==> src/rtl/sd_access_arbiter.sv <==
// sd_access_arbiter: round-robin access to one SD sector controller for a
// writer (W) and a reader (R) client. One sector per grant. The controller
// start pulse is issued, its busy handshake is tracked, and a done pulse goes
// back to the owning client. A controller that never raises busy is flagged.
module sd_access_arbiter #(
  parameter int BUSY_WAIT = 8,
  parameter int CNT_W     = 8
) (
  input  logic        clk,
  input  logic        rst_n,
  input  logic        sd_init_done,
  input  logic        w_req,
  input  logic [31:0] w_addr,
  output logic        w_grant,
  output logic        w_done,
  input  logic        r_req,
  input  logic [31:0] r_addr,
  output logic        r_grant,
  output logic        r_done,
  output logic        wr_start_en,
  output logic [31:0] wr_sec_addr,
  input  logic        wr_busy,
  output logic        rd_start_en,
  output logic [31:0] rd_sec_addr,
  input  logic        rd_busy,
  output logic        err_timeout,
  output logic [1:0]  o_state
);

  typedef enum logic [1:0] {
    IDLE    = 2'b00,
    START   = 2'b01,
    WAIT_HI = 2'b10,
    WAIT_LO = 2'b11
  } state_t;

  localparam logic             OP_W     = 1'b0;
  localparam logic             OP_R     = 1'b1;
  localparam logic [CNT_W-1:0] CNT_LAST = CNT_W'(BUSY_WAIT - 1);

  state_t           r_state,     w_state_nxt;
  logic             r_op,        w_op_nxt;
  logic             r_last_op,   w_last_op_nxt;
  logic [CNT_W-1:0] r_cnt,       w_cnt_nxt;
  logic             r_w_grant,   w_w_grant_nxt;
  logic             r_r_grant,   w_r_grant_nxt;
  logic             r_wr_start,  w_wr_start_nxt;
  logic             r_rd_start,  w_rd_start_nxt;
  logic             r_w_done,    w_w_done_nxt;
  logic             r_r_done,    w_r_done_nxt;
  logic             r_err,       w_err_nxt;
  logic [31:0]      r_wr_addr,   w_wr_addr_nxt;
  logic [31:0]      r_rd_addr,   w_rd_addr_nxt;

  logic w_sel_busy;
  logic w_pick;

  // Busy of the controller port owned by the current operation; the other
  // port's busy is deliberately ignored mid-transaction.
  assign w_sel_busy = (r_op == OP_R) ? rd_busy : wr_busy;

  // On a tie the client that did not go last wins; otherwise the sole requester.
  assign w_pick = (w_req && r_req) ? ~r_last_op : (r_req ? OP_R : OP_W);

  // State register and registered outputs.
  always_ff @(posedge clk or negedge rst_n) begin
    if (!rst_n) begin
      r_state    <= IDLE;
      r_op       <= OP_W;
      r_last_op  <= OP_R;
      r_cnt      <= '0;
      r_w_grant  <= 1'b0;
      r_r_grant  <= 1'b0;
      r_wr_start <= 1'b0;
      r_rd_start <= 1'b0;
      r_w_done   <= 1'b0;
      r_r_done   <= 1'b0;
      r_err      <= 1'b0;
      r_wr_addr  <= '0;
      r_rd_addr  <= '0;
    end else begin
      r_state    <= w_state_nxt;
      r_op       <= w_op_nxt;
      r_last_op  <= w_last_op_nxt;
      r_cnt      <= w_cnt_nxt;
      r_w_grant  <= w_w_grant_nxt;
      r_r_grant  <= w_r_grant_nxt;
      r_wr_start <= w_wr_start_nxt;
      r_rd_start <= w_rd_start_nxt;
      r_w_done   <= w_w_done_nxt;
      r_r_done   <= w_r_done_nxt;
      r_err      <= w_err_nxt;
      r_wr_addr  <= w_wr_addr_nxt;
      r_rd_addr  <= w_rd_addr_nxt;
    end
  end

  // Next-state and next-output logic; pulses default low every cycle.
  always_comb begin
    w_state_nxt    = r_state;
    w_op_nxt       = r_op;
    w_last_op_nxt  = r_last_op;
    w_cnt_nxt      = r_cnt;
    w_w_grant_nxt  = 1'b0;
    w_r_grant_nxt  = 1'b0;
    w_wr_start_nxt = 1'b0;
    w_rd_start_nxt = 1'b0;
    w_w_done_nxt   = 1'b0;
    w_r_done_nxt   = 1'b0;
    w_err_nxt      = 1'b0;
    w_wr_addr_nxt  = r_wr_addr;
    w_rd_addr_nxt  = r_rd_addr;

    if (!sd_init_done) begin
      // Controller not ready: abandon any transaction silently.
      w_state_nxt = IDLE;
    end else begin
      case (r_state)
        IDLE: begin
          if (!wr_busy && !rd_busy && (w_req || r_req)) begin
            w_op_nxt      = w_pick;
            w_last_op_nxt = w_pick;
            if (w_pick == OP_W) begin
              w_wr_addr_nxt = w_addr;
              w_w_grant_nxt = 1'b1;
            end else begin
              w_rd_addr_nxt = r_addr;
              w_r_grant_nxt = 1'b1;
            end
            w_state_nxt = START;
          end
        end
        START: begin
          w_wr_start_nxt = (r_op == OP_W);
          w_rd_start_nxt = (r_op == OP_R);
          w_cnt_nxt      = '0;
          w_state_nxt    = WAIT_HI;
        end
        WAIT_HI: begin
          if (w_sel_busy) begin
            w_state_nxt = WAIT_LO;
          end else if (r_cnt == CNT_LAST) begin
            w_err_nxt    = 1'b1;
            w_w_done_nxt = (r_op == OP_W);
            w_r_done_nxt = (r_op == OP_R);
            w_state_nxt  = IDLE;
          end else begin
            w_cnt_nxt = r_cnt + CNT_W'(1);
          end
        end
        WAIT_LO: begin
          if (!w_sel_busy) begin
            w_w_done_nxt = (r_op == OP_W);
            w_r_done_nxt = (r_op == OP_R);
            w_state_nxt  = IDLE;
          end
        end
        default: w_state_nxt = IDLE;
      endcase
    end
  end

  assign w_grant     = r_w_grant;
  assign r_grant     = r_r_grant;
  assign wr_start_en = r_wr_start;
  assign rd_start_en = r_rd_start;
  assign w_done      = r_w_done;
  assign r_done      = r_r_done;
  assign err_timeout = r_err;
  assign wr_sec_addr = r_wr_addr;
  assign rd_sec_addr = r_rd_addr;
  assign o_state     = r_state;

endmodule

==> config.mk <==
export PLATFORM = sky130hd
export DESIGN_NAME = sd_access_arbiter
export DESIGN_NICKNAME = d
export VERILOG_FILES = /design/src/rtl/sd_access_arbiter.sv
export SDC_FILE = /design/constraint.sdc
export NUM_CORES = 1
export LEC_CHECK = 0
export CORE_ASPECT_RATIO = 0.75
export CORE_MARGIN = 2
export CORE_UTILIZATION = 62
export DETAILED_ROUTE_END_ITERATION = 6
export DONT_BUFFER_PORTS = 1
export PLACE_DENSITY = 0.85
export SETUP_SLACK_MARGIN = 0.3
export SKIP_LAST_GASP = 1
export SYNTH_ARGS = -nofsm -noshare
export SYNTH_HDL_FRONTEND = slang
export SYNTH_SLANG_ARGS = --single-unit
==> constraint.sdc <==
create_clock -name clk -period 2.4 [get_ports clk]
set_input_delay 0.12 -clock clk [delete_from_list [all_inputs] [get_ports clk]]
set_output_delay 0.12 -clock clk [all_outputs]
set_load 0.01 [all_outputs]
==> impl_metrics.csv, run 1 <==
group,metric,value,unit
status,outcome,"completed",
global_routing,grt_use_total,28.40,%
setup_path,critPathLaunchType,"flop",
detailed_routing,drt-wirelength-per-cell,21.35,µm
logic_synthesis,synthFlopType,"dfrtp_1",
logic_synthesis,async_flop_share,100.0,%
job,drv_cap,0,
power_and_ir_drop,power,3745,µW
setup_path,worstSetupPathType,"flop to flop",
sta,timing.setup.tns,0,ns
clock_tree,numCtsBuffers,9,
floorplan,rows,22,
logic_synthesis,synth_cells,230,
sta,fin_crit_sh,83.32,%
logic_synthesis,syn_area,0.003297,mm²
logic_synthesis,yosysWarnings,0,
detailed_routing,drt_wl_total,8154,µm
sta,layout_min_cycle_time,2.000,ns
setup_path,cp-end-kind,"flop",
clock_tree,clockBufferDepth,2,
sta,worst_pin_slew,0.3898,ns
logic_synthesis,yosysUniqueCellTypes,34,
power_and_ir_drop,power.share.clock,25.2,%
final_layout,regArea,0.002078,mm²
logic_synthesis,netlist_top_cells_area,"dfrtp_1, mux2_2, nand3_1, nand2_1, buf_2",
power_and_ir_drop,power.switching,1139,µW
power_and_ir_drop,p_int,2606,µW
clock_tree,root_buffer,"clkbuf_8",
sta,fin_ws,0.4002,ns
setup_path,crit_required,2.63,ns
logic_synthesis,synth_enable_flop_cells,0,
worst_hold_path,hold_class,"primary input to flop",
logic_synthesis,yosysTopAreaCellShare,62.24,%
logic_synthesis,ys_seq_area_share,63.04,%
logic_synthesis,synth_most_common_cell,"dfrtp_1",
detailed_routing,drc,0,
detailed_routing,num_vias,2238,
power_and_ir_drop,ir_worst_vdd,0.5355,mV
logic_synthesis,syn_nets,302,
detailed_routing,antenna_left,0,
detailed_routing,firstDrtPassIters,4,
clock_tree,clk_pin_slew,0.08,ns
clock_tree,cts_sinks,83,
final_layout,syn2layout_area_growth,30.13,%
clock_tree,cts_htree_levels,3,
clock_tree,cts_tree,"done",
final_layout,multi_input_area,0.001160,mm²
clock_tree,clk_latency,0.35,ns
sta,finalSetupViolCount,0,
final_layout,instances_no_fill,382,
placed_design,place_inst,297,
final_layout,fill_cells,237,
placed_design,gp_congestion,0.8797,
power_and_ir_drop,seq_power_share,59.6,%
sta,hold_viol,0,
global_routing,grt_max_degree,84,
logic_synthesis,ys_top_cells_by_count,"dfrtp_1, mux2_2, nand2_1",
floorplan,fp.coreArea,0.005010,mm²
power_and_ir_drop,comb_power_share,15.3,%
floorplan,dieWidth,88.20,µm
sta,fmax,500.1,MHz
logic_synthesis,synth_top_area_cell,"dfrtp_1",
final_layout,final_nets,378,
setup_path,crit_fanout,14,
power_and_ir_drop,p_per_area,872.8,mW/mm²
global_routing,grt_pass1_wl,12080,µm
placed_design,preCtsSetupSlack,0.4166,ns
power_and_ir_drop,p_leak,0.001903,µW
final_layout,drive_gt1_share,29.03,%
detailed_routing,routed_via_density,5.859,
logic_synthesis,postSynthRegisterBits,83,
logic_synthesis,synth_area_per_cell,14.33,µm²
sta,finalMaxSlewViolations,0,
global_routing,grt_overflow_total,0,
placed_design,post-dp-hpwl,4510,µm
setup_path,worstPathArrival,2.23,ns
detailed_routing,dr.first_iter.drc_count,103,
floorplan,start_util,65.81,%
global_routing,antenna_found_initial,0,
sta,grt_setup_unrepaired,"false",
sta,skew,0.008307,ns
final_layout,final_util,85.64,%
sta,slew_headroom,74.01,%
final_layout,num_antenna_cells,0,
power_and_ir_drop,swShare,30.42,%
floorplan,io_pins,144,
floorplan,dieArea,0.005923,mm²
global_routing,grt_pass1_vias,2361,
placed_design,io_buffers,0,
setup_path,r2r_slack,0.40,ns
floorplan,die_h,67.15,µm
## what timing repair did
action,4_1_cts,5_1_grt
endpoints found under the hold margin,152,0
hold buffers,70,0
gates resized for setup,0,1
setup endpoints to repair,0,10
buffers inserted,0,0
## flip-flops by register name (all words and copies together) (netlist names)
signal / cells
r_op: 1
err_timeout: 1
rd_start_en: 1
w_done: 1
r_last_op: 1
r_grant: 1
wr_start_en: 1
o_state: 2
r_cnt: 8
rd_sec_addr: 32
w_grant: 1
r_done: 1
wr_sec_addr: 32
## layout by cell type, fill, tap and decap left out, types with 2 or more instances in the layout
cell           Yosys  routed
buf_4              0       2
nand2_1           11      11
clkinvlp_4         0       2
inv_1              4       4
nor3_1             7       7
dlygate4sd3_1      0      69
mux2_2            64      64
o21a_1             2       2
a311o_1            2       2
o311a_1            2       2
clkbuf_8           0       9
dfrtp_1           82      82
o211ai_1           4       4
or3_1              3       3
nand3_1           10      10
clkinv_2           0       2
o21ai_0            4       4
nor2_1             6       6
or4_1              2       2
## cell type report
| class | instances | share of cell area (%) |
|---|---|---|
| flip-flops and latches | 83 | 48.44 |
| multi-input cells | 134 | 27.03 |
| repair buffers | 74 | 17.82 |
| clock buffers | 10 | 2.975 |
| well taps | 72 | 2.100 |
| clock inverters | 5 | 1.283 |
| inverters | 4 | 0.3500 |
## logic make-up (layout without fill, tap and decap cells)
| kind of cell | after synthesis | count (layout) | share of synthesized area [%] |
|---|---|---|---|
| mux | 65 | 65 | 22.31 |
| flops | 83 | 83 | 63.04 |
| xor+xnor | 1 | 1 | 0.2657 |
| buf+inv | 13 | 93 | 1.783 |
| fa+ha+maj | 1 | 1 | 0.3794 |
| simple gates | 45 | 45 | 7.135 |
| compound gates | 22 | 22 | 5.086 |
## through the flow
step	hold WS [ns]	cell area [µm²]
floorplan	-0.1756	3297
global placement	-0.1743	3386
detailed placement	-0.1745	3386
CTS	0.007327	4287
global route	0.01818	4290
finish	0.03837	4290
## power by group through the flow
stage	clock, µW	combinational, µW	sequential, µW
global placement	0	390	2210
detailed placement	0	427	2230
finish	943	571	2230
global route	1020	617	2270
floorplan	0	370	2140
CTS	954	549	2210
## final timing paths
kind | startpoint | endpoint | depth (start not counted)
min in group asynchronous | rst_n | r_op | 2
max | r_op | r_cnt[6] | 4
min | rd_busy | o_state[0] | 3
max reg2reg | r_op | r_cnt[6] | 4
max in group asynchronous | rst_n | r_last_op | 2
min reg2reg | r_op | wr_start_en | 1
## per-layer routing
metal / track usage [%] / vias to the layer above / share of wire [%]
li1: - / 979 / -
met1: 34.09 / 1119 / 40
met2: 46.71 / 130 / 49
met3: 13.20 / 10 / 9.8
met4: 8.144 / 0 / 1.2
met5: 0 / - / 0
## worst max-delay path: stages, from the launching register on
cell	delay (ns)
dfrtp_1	0.43
mux2_4	0.34
or3_4	0.45
o311a_1	0.35
a311o_1	0.32
Note: power is estimated with default switching activity, not from simulation.
==> inputs of run 2 (changes only) <==
==> constraint.sdc (replaced) <==
create_clock -name clk -period 2.08 [get_ports clk]
set_input_delay 0.104 -clock clk [delete_from_list [all_inputs] [get_ports clk]]
set_output_delay 0.104 -clock clk [all_outputs]
set_load 0.01 [all_outputs]
==> impl_metrics.csv, run 2 (synthesized netlist as in run 1, its figures left out) <==
group,metric,value,unit
global_routing,grt_pass1_wl,13660,µm
final_layout,drive_gt1_share,36.28,%
floorplan,io_pins,144,
placed_design,gp_congestion,0.9174,
power_and_ir_drop,power,4601,µW
power_and_ir_drop,ir_worst_vdd,0.6182,mV
setup_path,worstSetupPathType,"flop to flop",
clock_tree,root_buffer,"clkbuf_8",
final_layout,fill_cells,199,
detailed_routing,antenna_left,0,
setup_path,crit_fanout,5,
clock_tree,clk_latency,0.36,ns
setup_path,cp_slowest_cell,"dfrtp_1",
placed_design,preCtsSetupSlack,0.1742,ns
detailed_routing,firstDrtPassIters,5,
placed_design,io_buffers,0,
placed_design,post-dp-hpwl,4794,µm
floorplan,die_h,67.15,µm
final_layout,final_common_cell,"dfrtp_1",
sta,worst_pin_slew,0.3712,ns
sta,timing.setup.tns,0,ns
sta,skew,0.01546,ns
final_layout,num_antenna_cells,0,
setup_path,crit_buf_inv,0,
sta,slew_headroom,74.94,%
sta,finalSetupViolCount,0,
floorplan,dieWidth,88.20,µm
detailed_routing,num_vias,2499,
sta,finalMaxSlewViolations,0,
sta,hold-worst-slack,-0.5759,ns
setup_path,critical-path-max-stage-delay,0.40,ns
setup_path,cp-end-kind,"flop",
global_routing,grt_overflow_total,0,
floorplan,rows,22,
status,outcome,"finished, violations left",
global_routing,antenna_found_initial,0,
clock_tree,numCtsBuffers,9,
clock_tree,cts_sinks,83,
detailed_routing,routed_via_density,6.248,
setup_path,path_cells,"mux2_4 -> or3_4 -> o311a_1 -> a311o_1",
sta,grt_setup_unrepaired,"true",
final_layout,final_nets,395,
global_routing,grt_max_degree,84,
setup_path,worstPathArrival,2.13,ns
setup_path,critPathLaunchType,"flop",
final_layout,instances_no_fill,400,
sta,fmax,530.0,MHz
job,drv_cap,0,
global_routing,grt_use_total,32.28,%
clock_tree,cts_tree,"done",
status,violations,"hold timing",
global_routing,grt_pass1_vias,2462,
clock_tree,ctsHoldBuffers,68,
detailed_routing,drc,0,
setup_path,crit_required,2.32,ns
clock_tree,clk_pin_slew,0.09,ns
power_and_ir_drop,p_per_area,1023,mW/mm²
sta,fin_ws,0.1931,ns
setup_path,cp_top_family,"compound AO/OA/AOI/OAI gates",
sta,fin_crit_sh,90.72,%
placed_design,place_inst,299,
floorplan,fp.coreArea,0.005010,mm²
sta,hold_viol,83,
worst_hold_path,hold_class,"primary input to asynchronous set/reset pin",
power_and_ir_drop,p_leak,0.002022,µW
final_layout,final_util,89.81,%
detailed_routing,drt-wirelength-per-cell,24.69,µm
detailed_routing,dr.first_iter.drc_count,213,
detailed_routing,drt_wl_total,9874,µm
final_layout,final_cell_mix,"dfrtp_1, dlygate4sd3_1, mux2_2",
floorplan,start_util,65.81,%
sta,layout_min_cycle_time,1.887,ns
clock_tree,clockBufferDepth,2,
floorplan,dieArea,0.005923,mm²
final_layout,syn2layout_area_growth,36.47,%
clock_tree,cts_htree_levels,3,
==> run 2: layer usage <==
| metal | global-route usage [%] | vias up | share of wire [%] |
|---|---|---|---|
| li1 | - | 1015 | - |
| met1 | 39.70 | 1232 | 35 |
| met2 | 53.67 | 209 | 49 |
| met3 | 12.35 | 43 | 12 |
| met4 | 10.04 | 0 | 3.4 |
| met5 | 0 | - | 0 |
==> run 2: cell type report <==
| class | instances | area, µm² | area share [%] |
|---|---|---|---|
| flip-flops and latches | 83 | 2082 | 46.27 |
| multi-input cells | 135 | 1214 | 26.97 |
| repair buffers | 90 | 874.6 | 19.44 |
| clock buffers | 11 | 141.4 | 3.142 |
| well taps | 72 | 90.09 | 2.002 |
| clock inverters | 5 | 82.58 | 1.835 |
| inverters | 4 | 15.01 | 0.3337 |
==> run 2: worst paths after layout <==
kind	endpoint	cells past startpoint	start	slack, ns
max	r_cnt[6]	4	r_op	0.19
min	wr_sec_addr[16]	0	rst_n	-0.58
max reg2reg	r_cnt[6]	4	r_op	0.19
min reg2reg	r_last_op	1	r_last_op	0.56
max in group asynchronous	r_last_op	0	rst_n	2.45
min in group clk	w_grant	3	r_req	0.06
==> run 2: worst reg2reg max path: stages, from the launching register on <==
cell and delay [ns]:
dfrtp_1 0.40, mux2_4 0.34, or3_4 0.38, o311a_1 0.36, a311o_1 0.28
==> run 2: where the power goes <==
part / switching (µW) / internal [µW] / total, µW
registers: 558 / 2040 / 2600
logic: 242 / 445 / 687
clock network: 598 / 717 / 1310
==> run 2: per-stage QoR <==
step,area (µm²),hold slack [ns]
floorplan,3299,-0.1916
global placement,3415,-0.1896
detailed placement,3415,-0.1898
CTS,4379,-0.5825
global route,4499,-0.6123
finish,4499,-0.5759
==> run 2: timing repair <==
action | in CTS | in global routing
hold endpoints to repair | 151 | 83
buffers inserted | 4 | 12
gates resized for setup | 7 | 7
pin swaps | 3 | 7
gates cloned | 1 | 0
endpoints found under the setup margin | 46 | 69
